$ cat src/rtl/issue_queue_integer_pkg.sv
// Shared types for the integer issue queue: payload widths, ALU opcodes, entry layout,
// and the operand wakeup helper used by every slot.
package issue_queue_integer_pkg;

  localparam int DATA_WIDTH = 32;
  localparam int TAG_WIDTH  = 6;
  localparam int OPC_WIDTH  = 4;

  typedef logic [DATA_WIDTH-1:0] data_t;
  typedef logic [TAG_WIDTH-1:0]  tag_t;
  typedef logic [OPC_WIDTH-1:0]  opc_t;

  localparam opc_t OP_ADD  = 4'd0;
  localparam opc_t OP_SUB  = 4'd1;
  localparam opc_t OP_AND  = 4'd2;
  localparam opc_t OP_OR   = 4'd3;
  localparam opc_t OP_XOR  = 4'd4;
  localparam opc_t OP_SLL  = 4'd5;
  localparam opc_t OP_SRL  = 4'd6;
  localparam opc_t OP_SRA  = 4'd7;
  localparam opc_t OP_SLT  = 4'd8;
  localparam opc_t OP_SLTU = 4'd9;

  typedef struct packed {
    logic  pend;
    tag_t  tag;
    data_t data;
  } opnd_t;

  typedef struct packed {
    logic  valid;
    opc_t  opcode;
    tag_t  rd_tag;
    opnd_t rs1;
    opnd_t rs2;
  } iq_entry_t;

  // A pending operand whose producer tag is on the CDB takes the broadcast value.
  function automatic opnd_t opnd_wake(opnd_t o, logic cdb_valid, tag_t cdb_tag, data_t cdb_data);
    opnd_t r;
    r = o;
    if (cdb_valid && o.pend && (o.tag == cdb_tag)) begin
      r.pend = 1'b0;
      r.data = cdb_data;
    end
    return r;
  endfunction

endpackage

$ cat src/rtl/issue_queue_integer_if.sv
// Dispatch, CDB broadcast and issue signals of the integer issue queue.
// master drives dispatch/CDB/issue_ready; slave is the queue itself.
interface issue_queue_integer_if #(
  parameter int DATA_WIDTH = 32,
  parameter int TAG_WIDTH  = 6
);

  logic                  dispatch_en_integer;
  logic [3:0]            dispatch_opcode;
  logic [TAG_WIDTH-1:0]  dispatch_rd_tag;
  logic [DATA_WIDTH-1:0] dispatch_rs1_data;
  logic [DATA_WIDTH-1:0] dispatch_rs2_data;
  logic [TAG_WIDTH-1:0]  dispatch_rs1_tag;
  logic [TAG_WIDTH-1:0]  dispatch_rs2_tag;
  logic                  dispatch_rs1_valid;
  logic                  dispatch_rs2_valid;

  logic [TAG_WIDTH-1:0]  CDB_tag;
  logic                  CDB_valid;
  logic [DATA_WIDTH-1:0] CDB_data;

  logic                  issue_ready;
  logic                  issueque_full_integer;
  logic                  issue_valid;
  logic [3:0]            issue_opcode;
  logic [TAG_WIDTH-1:0]  issue_rd_tag;
  logic [DATA_WIDTH-1:0] issue_rs1_data;
  logic [DATA_WIDTH-1:0] issue_rs2_data;

  modport master (
    output dispatch_en_integer, dispatch_opcode, dispatch_rd_tag,
           dispatch_rs1_data, dispatch_rs2_data, dispatch_rs1_tag, dispatch_rs2_tag,
           dispatch_rs1_valid, dispatch_rs2_valid,
           CDB_tag, CDB_valid, CDB_data, issue_ready,
    input  issueque_full_integer, issue_valid, issue_opcode, issue_rd_tag,
           issue_rs1_data, issue_rs2_data
  );

  modport slave (
    input  dispatch_en_integer, dispatch_opcode, dispatch_rd_tag,
           dispatch_rs1_data, dispatch_rs2_data, dispatch_rs1_tag, dispatch_rs2_tag,
           dispatch_rs1_valid, dispatch_rs2_valid,
           CDB_tag, CDB_valid, CDB_data, issue_ready,
    output issueque_full_integer, issue_valid, issue_opcode, issue_rd_tag,
           issue_rs1_data, issue_rs2_data
  );

endinterface

$ cat src/rtl/iq_entry.sv
// One issue-queue slot: selects dispatch, upper-neighbour shift or hold, then applies CDB wakeup.
// Registered, one-cycle update; wakeup on the shifted/dispatched value covers bypass and shift-wake.
module iq_entry
  import issue_queue_integer_pkg::*;
(
  input  logic      clk,
  input  logic      reset,
  input  logic      load,
  input  iq_entry_t load_ent,
  input  logic      shift,
  input  iq_entry_t upper_ent,
  input  logic      cdb_valid,
  input  tag_t      cdb_tag,
  input  data_t     cdb_data,
  output iq_entry_t ent
);

  iq_entry_t src;
  iq_entry_t nxt;

  always_comb begin
    src = ent;
    if (load) begin
      src = load_ent;
    end else if (shift) begin
      src = upper_ent;
    end
    nxt = src;
    if (src.valid) begin
      nxt.rs1 = opnd_wake(src.rs1, cdb_valid, cdb_tag, cdb_data);
      nxt.rs2 = opnd_wake(src.rs2, cdb_valid, cdb_tag, cdb_data);
    end
  end

  always_ff @(posedge clk or posedge reset) begin
    if (reset) begin
      ent <= '0;
    end else begin
      ent <= nxt;
    end
  end

endmodule

$ cat src/rtl/issue_queue_integer.sv
// Age-ordered integer issue queue: slot 0 oldest, lowest ready slot issued, younger slots compact.
// Issue is combinational from state; full reflects registered count only, so dispatch stalls while full.
module issue_queue_integer #(
  parameter int DATA_WIDTH = issue_queue_integer_pkg::DATA_WIDTH,
  parameter int TAG_WIDTH  = issue_queue_integer_pkg::TAG_WIDTH,
  parameter int DEPTH      = 4
) (
  input logic                   clk,
  input logic                   reset,
  issue_queue_integer_if.slave  iq
);

  import issue_queue_integer_pkg::*;

  localparam int CW = $clog2(DEPTH + 1);

  iq_entry_t        ent_q     [DEPTH];
  iq_entry_t        upper_ent [DEPTH];
  iq_entry_t        disp_ent;
  iq_entry_t        sel_ent;
  logic [DEPTH-1:0] ready;
  logic [DEPTH-1:0] sel_oh;
  logic [DEPTH-1:0] load;
  logic [DEPTH-1:0] shift;
  logic [CW-1:0]    count;
  logic [CW-1:0]    count_after;
  logic             sel_vld;
  logic             full;
  logic             accept;
  logic             fire;
  tag_t             cdb_tag;
  data_t            cdb_data;

  assign full        = (count == CW'(DEPTH));
  assign accept      = iq.dispatch_en_integer && !full;
  assign fire        = sel_vld && iq.issue_ready;
  assign count_after = count - CW'(fire);
  assign cdb_tag     = tag_t'(iq.CDB_tag);
  assign cdb_data    = data_t'(iq.CDB_data);

  always_comb begin
    disp_ent            = '0;
    disp_ent.valid      = 1'b1;
    disp_ent.opcode     = iq.dispatch_opcode;
    disp_ent.rd_tag     = tag_t'(iq.dispatch_rd_tag);
    disp_ent.rs1.pend   = iq.dispatch_rs1_valid;
    disp_ent.rs1.tag    = tag_t'(iq.dispatch_rs1_tag);
    disp_ent.rs1.data   = data_t'(iq.dispatch_rs1_data);
    disp_ent.rs2.pend   = iq.dispatch_rs2_valid;
    disp_ent.rs2.tag    = tag_t'(iq.dispatch_rs2_tag);
    disp_ent.rs2.data   = data_t'(iq.dispatch_rs2_data);
  end

  // Lowest set ready bit is the oldest issuable entry.
  assign sel_oh  = ready & (~ready + DEPTH'(1));
  assign sel_vld = |ready;

  always_comb begin
    logic above_sel;
    sel_ent   = '0;
    shift     = '0;
    above_sel = 1'b0;
    for (int i = 0; i < DEPTH; i++) begin
      if (sel_oh[i]) begin
        sel_ent = ent_q[i];
      end
      above_sel = above_sel | sel_oh[i];
      shift[i]  = fire && above_sel;
    end
  end

  for (genvar i = 0; i < DEPTH; i++) begin : g_slot
    assign ready[i] = ent_q[i].valid && !ent_q[i].rs1.pend && !ent_q[i].rs2.pend;
    // New entry lands after the compaction caused by a same-cycle issue.
    assign load[i]  = accept && (count_after == CW'(i));

    if (i == DEPTH - 1) begin : g_top
      assign upper_ent[i] = '0;
    end else begin : g_mid
      assign upper_ent[i] = ent_q[i+1];
    end

    iq_entry u_entry (
      .clk       (clk),
      .reset     (reset),
      .load      (load[i]),
      .load_ent  (disp_ent),
      .shift     (shift[i]),
      .upper_ent (upper_ent[i]),
      .cdb_valid (iq.CDB_valid),
      .cdb_tag   (cdb_tag),
      .cdb_data  (cdb_data),
      .ent       (ent_q[i])
    );
  end

  always_ff @(posedge clk or posedge reset) begin
    if (reset) begin
      count <= '0;
    end else begin
      count <= count + CW'(accept) - CW'(fire);
    end
  end

  always_comb begin
    iq.issueque_full_integer = full;
    iq.issue_valid           = sel_vld;
    iq.issue_opcode          = '0;
    iq.issue_rd_tag          = '0;
    iq.issue_rs1_data        = '0;
    iq.issue_rs2_data        = '0;
    if (sel_vld) begin
      iq.issue_opcode   = sel_ent.opcode;
      iq.issue_rd_tag   = TAG_WIDTH'(sel_ent.rd_tag);
      iq.issue_rs1_data = DATA_WIDTH'(sel_ent.rs1.data);
      iq.issue_rs2_data = DATA_WIDTH'(sel_ent.rs2.data);
    end
  end

endmodule
$ cat src/flat_wrapper.sv
// flat-port wrapper written by rule: the top's interface ports become plain ports
module issue_queue_integer_flat import issue_queue_integer_pkg::*;
#(
  parameter int DATA_WIDTH = issue_queue_integer_pkg::DATA_WIDTH,
  parameter int TAG_WIDTH  = issue_queue_integer_pkg::TAG_WIDTH,
  parameter int DEPTH      = 4
)
  (clk, reset, iq_dispatch_en_integer, iq_dispatch_opcode, iq_dispatch_rd_tag, iq_dispatch_rs1_data, iq_dispatch_rs2_data, iq_dispatch_rs1_tag, iq_dispatch_rs2_tag, iq_dispatch_rs1_valid, iq_dispatch_rs2_valid, iq_CDB_tag, iq_CDB_valid, iq_CDB_data, iq_issue_ready, iq_issueque_full_integer, iq_issue_valid, iq_issue_opcode, iq_issue_rd_tag, iq_issue_rs1_data, iq_issue_rs2_data);
  issue_queue_integer_if #(.DATA_WIDTH(DATA_WIDTH), .TAG_WIDTH(TAG_WIDTH)) iq_i ();
  input logic clk;
  input logic reset;
  input wire logic [$bits(iq_i.dispatch_en_integer)-1:0] iq_dispatch_en_integer;
  input wire logic [$bits(iq_i.dispatch_opcode)-1:0] iq_dispatch_opcode;
  input wire logic [$bits(iq_i.dispatch_rd_tag)-1:0] iq_dispatch_rd_tag;
  input wire logic [$bits(iq_i.dispatch_rs1_data)-1:0] iq_dispatch_rs1_data;
  input wire logic [$bits(iq_i.dispatch_rs2_data)-1:0] iq_dispatch_rs2_data;
  input wire logic [$bits(iq_i.dispatch_rs1_tag)-1:0] iq_dispatch_rs1_tag;
  input wire logic [$bits(iq_i.dispatch_rs2_tag)-1:0] iq_dispatch_rs2_tag;
  input wire logic [$bits(iq_i.dispatch_rs1_valid)-1:0] iq_dispatch_rs1_valid;
  input wire logic [$bits(iq_i.dispatch_rs2_valid)-1:0] iq_dispatch_rs2_valid;
  input wire logic [$bits(iq_i.CDB_tag)-1:0] iq_CDB_tag;
  input wire logic [$bits(iq_i.CDB_valid)-1:0] iq_CDB_valid;
  input wire logic [$bits(iq_i.CDB_data)-1:0] iq_CDB_data;
  input wire logic [$bits(iq_i.issue_ready)-1:0] iq_issue_ready;
  output wire logic [$bits(iq_i.issueque_full_integer)-1:0] iq_issueque_full_integer;
  output wire logic [$bits(iq_i.issue_valid)-1:0] iq_issue_valid;
  output wire logic [$bits(iq_i.issue_opcode)-1:0] iq_issue_opcode;
  output wire logic [$bits(iq_i.issue_rd_tag)-1:0] iq_issue_rd_tag;
  output wire logic [$bits(iq_i.issue_rs1_data)-1:0] iq_issue_rs1_data;
  output wire logic [$bits(iq_i.issue_rs2_data)-1:0] iq_issue_rs2_data;
  assign iq_i.dispatch_en_integer = iq_dispatch_en_integer;
  assign iq_i.dispatch_opcode = iq_dispatch_opcode;
  assign iq_i.dispatch_rd_tag = iq_dispatch_rd_tag;
  assign iq_i.dispatch_rs1_data = iq_dispatch_rs1_data;
  assign iq_i.dispatch_rs2_data = iq_dispatch_rs2_data;
  assign iq_i.dispatch_rs1_tag = iq_dispatch_rs1_tag;
  assign iq_i.dispatch_rs2_tag = iq_dispatch_rs2_tag;
  assign iq_i.dispatch_rs1_valid = iq_dispatch_rs1_valid;
  assign iq_i.dispatch_rs2_valid = iq_dispatch_rs2_valid;
  assign iq_i.CDB_tag = iq_CDB_tag;
  assign iq_i.CDB_valid = iq_CDB_valid;
  assign iq_i.CDB_data = iq_CDB_data;
  assign iq_i.issue_ready = iq_issue_ready;
  assign iq_issueque_full_integer = iq_i.issueque_full_integer;
  assign iq_issue_valid = iq_i.issue_valid;
  assign iq_issue_opcode = iq_i.issue_opcode;
  assign iq_issue_rd_tag = iq_i.issue_rd_tag;
  assign iq_issue_rs1_data = iq_i.issue_rs1_data;
  assign iq_issue_rs2_data = iq_i.issue_rs2_data;
  issue_queue_integer #(.DATA_WIDTH(DATA_WIDTH), .TAG_WIDTH(TAG_WIDTH), .DEPTH(DEPTH)) u_core (.clk(clk), .reset(reset), .iq(iq_i));
endmodule
$ cat config.mk
export PLATFORM = sky130hd
export DESIGN_NAME = issue_queue_integer_flat
export DESIGN_NICKNAME = d
export VERILOG_FILES = /design/src/rtl/issue_queue_integer_pkg.sv /design/src/rtl/issue_queue_integer_if.sv /design/src/rtl/iq_entry.sv /design/src/rtl/issue_queue_integer.sv /design/src/flat_wrapper.sv
export SDC_FILE = /design/constraint.sdc
export NUM_CORES = 1
export LEC_CHECK = 0
export BUFFER_PORTS_ARGS = -buffer_cell sky130_fd_sc_hd__buf_2
export CAP_MARGIN = 20
export CORE_UTILIZATION = 50
export DETAILED_ROUTE_END_ITERATION = 6
export HOLD_SLACK_MARGIN = 0.1
export PLACE_DENSITY = 0.69
export REMOVE_ABC_BUFFERS = 1
export SYNTH_ARGS = -nofsm -noshare
export SYNTH_HDL_FRONTEND = slang
export SYNTH_SLANG_ARGS = --single-unit
$ cat constraint.sdc
create_clock -name clk -period 17.2 [get_ports clk]
set_clock_uncertainty 0.1 [all_clocks]
set_input_delay 0 -clock clk [delete_from_list [all_inputs] [get_ports clk]]
set_output_delay 0 -clock clk [all_outputs]
set_load 0.005 [all_outputs]
==> impl_metrics.toml <==
[drt]
antenna_left = 0
drt-pass1-iter-count = 7
wl_per_cell_microns = 23.0
num_vias = 20500
drt_wl_total_microns = 74500
drc = 4
drtIter0Drc = 2656
viasPerCell = 6.32

[critical_path]
rr_worst_depth = 16
cp_common_cell = "buf_4"
r2r_start = "u_core.g_slot[2].u_entry.ent[88]"
start_kind = "flip-flop"
reg2reg_slack_ns = 11.07
timing.critical_path.from = "u_core.g_slot[2].u_entry.ent[88]"
cp.required_ns = 17.56
criticalPathCategory = "flip-flop to flip-flop"
crit_chain = "nor3b_4 -> o41a_1 -> buf_4 -> nand2_1 -> inv_1 -> ha_1 -> o211ai_1 -> a211oi_1 -> mux2i_4 -> buf_4 -> mux2_2 -> xnor2_1 -> nor4_2 -> nand4_4 -> mux2_1 -> dlygate4sd3_1"
crit_family = "buffers and inverters"
slowest_delay_ns = 0.83
critPathMaxFanout = 74
cpMaxStageDelayCell = "nand4_4"
arrival_ns = 6.48
end_kind = "flip-flop"
path_buf_inv = 4
reg2reg_to = "u_core.g_slot[1].u_entry.ent[51]"

[clock_network]
clockBufferDepth = 3
cts_buffers = 41
insertion_delay_ns = 0.58
cts.repair.resized = 0
cts_hold_buf = 160
postCtsSetupBuffers = 0
ctsRootBufferMaster = "clkbuf_16"
cts_max_level = 2
clock-sinks = 359
tritoncts = "built"
path_clk_slew_ns = 0.06

[placement]
dp_hpwl_microns = 41800
routabilityCongestion = 0.856
placed_area_sq_mm = 0.0231
numPortBuffers = 206

[floorplan]
fp.dieW_microns = 211
core-area_sq_mm = 0.0430
start_util = 0.507
dieArea_sq_mm = 0.0444
die-height_microns = 211
rows = 76
io_pins = 207

[yosys]
synthArstFlopShare = 1.00
syn_area_sq_mm = 0.0218
ys_types = 66
seq_area_frac_synth = 0.413
synth-main-ff-cell = "dfrtp_1"
yosys_warnings = 0
ys_ff_latch = 359
syn_area_per_cell_sq_um = 9.16
synth_edf_count = 0
syn_inst = 2377

[global_routing]
gr-usage-all-layers = 0.332
first_global_vias = 20300
grt.overflow.total = 0
antenna_found_initial = 2
grt_pass1_wl_microns = 116000
grt_max_degree = 126

[pwr]
power_frac_comb = 0.509
clockPowerShare = 0.182
p_switching_uw = 2030
share_seq_of_total_power = 0.308
p_int_uw = 2850
powerDensity_mw_per_mm2 = 187
total_leakage_power_uw = 0.0122
ir_drop_v = 0.000109
netSwitchingFraction = 0.416

[sta]
finalHoldViolations = 0
rsz0062_at_grt = "no"
tightest_slew_ns = 1.13
min_period_ns = 6.13
whs_ns = 0.0834
fin_crit_sh = 0.356
max_freq_mhz = 163
tns_ns = 0
maxSlewHeadroom = 0.248
slew_viol_final = 0
finalSetupViolCount = 0

[cells_and_area]
design_area_sq_mm = 0.0260
num-fill-cells = 3704
syn2layout_area_growth_pct = 19.5
final_nets = 2759
drive_gt1_frac = 0.218

[flow_run]
drv_cap = 0

[status]
status = "finished with violations"
failed_checks = "DRC"

[min_path]
hold_class = "input port to async pin"
tightest hold or removal path, cell delays in order:
cell and delay [ns]:
dlygate4sd3_1 0.53, buf_2 0.15, inv_8 0.62
cell usage after synthesis, types with 15 or more instances:
cell type | instances | area, sq um
xnor2_1 | 28 | 245
mux2_1 | 36 | 405
clkbuf_1 | 130 | 488
buf_2 | 22 | 110
a22o_1 | 75 | 657
buf_1 | 28 | 105
o211ai_1 | 19 | 143
dfrtp_1 | 359 | 8980
nand3_1 | 23 | 115
o21ai_0 | 147 | 736
inv_1 | 30 | 113
a21oi_1 | 24 | 120
a31oi_1 | 152 | 951
mux2_2 | 224 | 2520
nor3_1 | 15 | 75.1
nor2_1 | 179 | 672
nand2_1 | 541 | 2030
mux2i_1 | 108 | 1080
a222oi_1 | 48 | 480
a221o_1 | 31 | 310
and3_1 | 16 | 100
layout make-up:
class,instances,area (sq um),area share
Sequential cell,359,8980,0.345
Clock inverter,9,97.6,0.00375
Tap cell,585,732,0.0281
Clock buffer,62,1220,0.0471
Inverter,32,128,0.00490
Timing Repair Buffer,409,2980,0.114
Multi-Input combinational cell,1781,11900,0.456
Antenna cell,2,5.00,0.000192
layout by cell type (no fill, tap or decap), types with 28 or more instances in the layout:
master,count
nand2_1,539
dfrtp_1,359
mux2_2,224
buf_2,206
nor2_1,174
dlygate4sd3_1,160
a31oi_1,152
o21ai_0,146
mux2i_1,108
a22o_1,75
a222oi_1,48
buf_4,42
clkbuf_16,41
mux2_1,36
a221o_1,31
inv_1,29
xnor2_1,28
power groups by stage:
stage,Combinational [uW],Clock [uW],Sequential (uW)
after floorplan,1730,0,1420
after detailed placement,2330,0,1500
final,2480,890,1500
after global placement,2270,0,1480
after CTS,2440,894,1490
after global routing,2680,926,1540
layer usage:
layer,GRT usage,part of all wire
met5,0,0
met4,0.115,0.027
met3,0.0537,0.090
met2,0.541,0.48
met1,0.447,0.41
metrics by stage:
stage,util,total power [uW],setup slack (ns),std cells
2_1_floorplan,-,3150,3.42,2172
3_3_place_gp,0.537,3740,11.54,3005
3_5_place_dp,0.537,3830,11.43,3005
4_1_cts,0.605,4820,11.17,3236
5_1_grt,0.605,5140,10.81,3239
6_report,0.605,4880,11.07,3239
logic make-up after synthesis:
logic type,synth area share
buffers and inverters,0.0485
adders and majority gates,0.00264
xor gates and xnor gates,0.0148
muxes,0.192
AOI/OAI and AO/OA,0.173
DFF,0.413
and+or+nand+nor,0.156
worst max-delay path by stage:
stage               slack (ns)  cells past startpoint                                to
floorplan                 3.42                      8   u_core.g_slot[2].u_entry.ent[0]
global placement         11.54                     17   u_core.g_slot[1].u_entry.ent[0]
detailed placement       11.43                     17  u_core.g_slot[1].u_entry.ent[14]
CTS                      11.17                     16  u_core.g_slot[1].u_entry.ent[63]
global route             10.81                     16  u_core.g_slot[1].u_entry.ent[51]
finish                   11.07                     16  u_core.g_slot[1].u_entry.ent[51]
flip-flops by register name, summed over array words and instances (netlist names):
name	cells
u_core.g_slot.u_entry.ent	356
u_core.count	3
(Power assumes the default switching activity.)
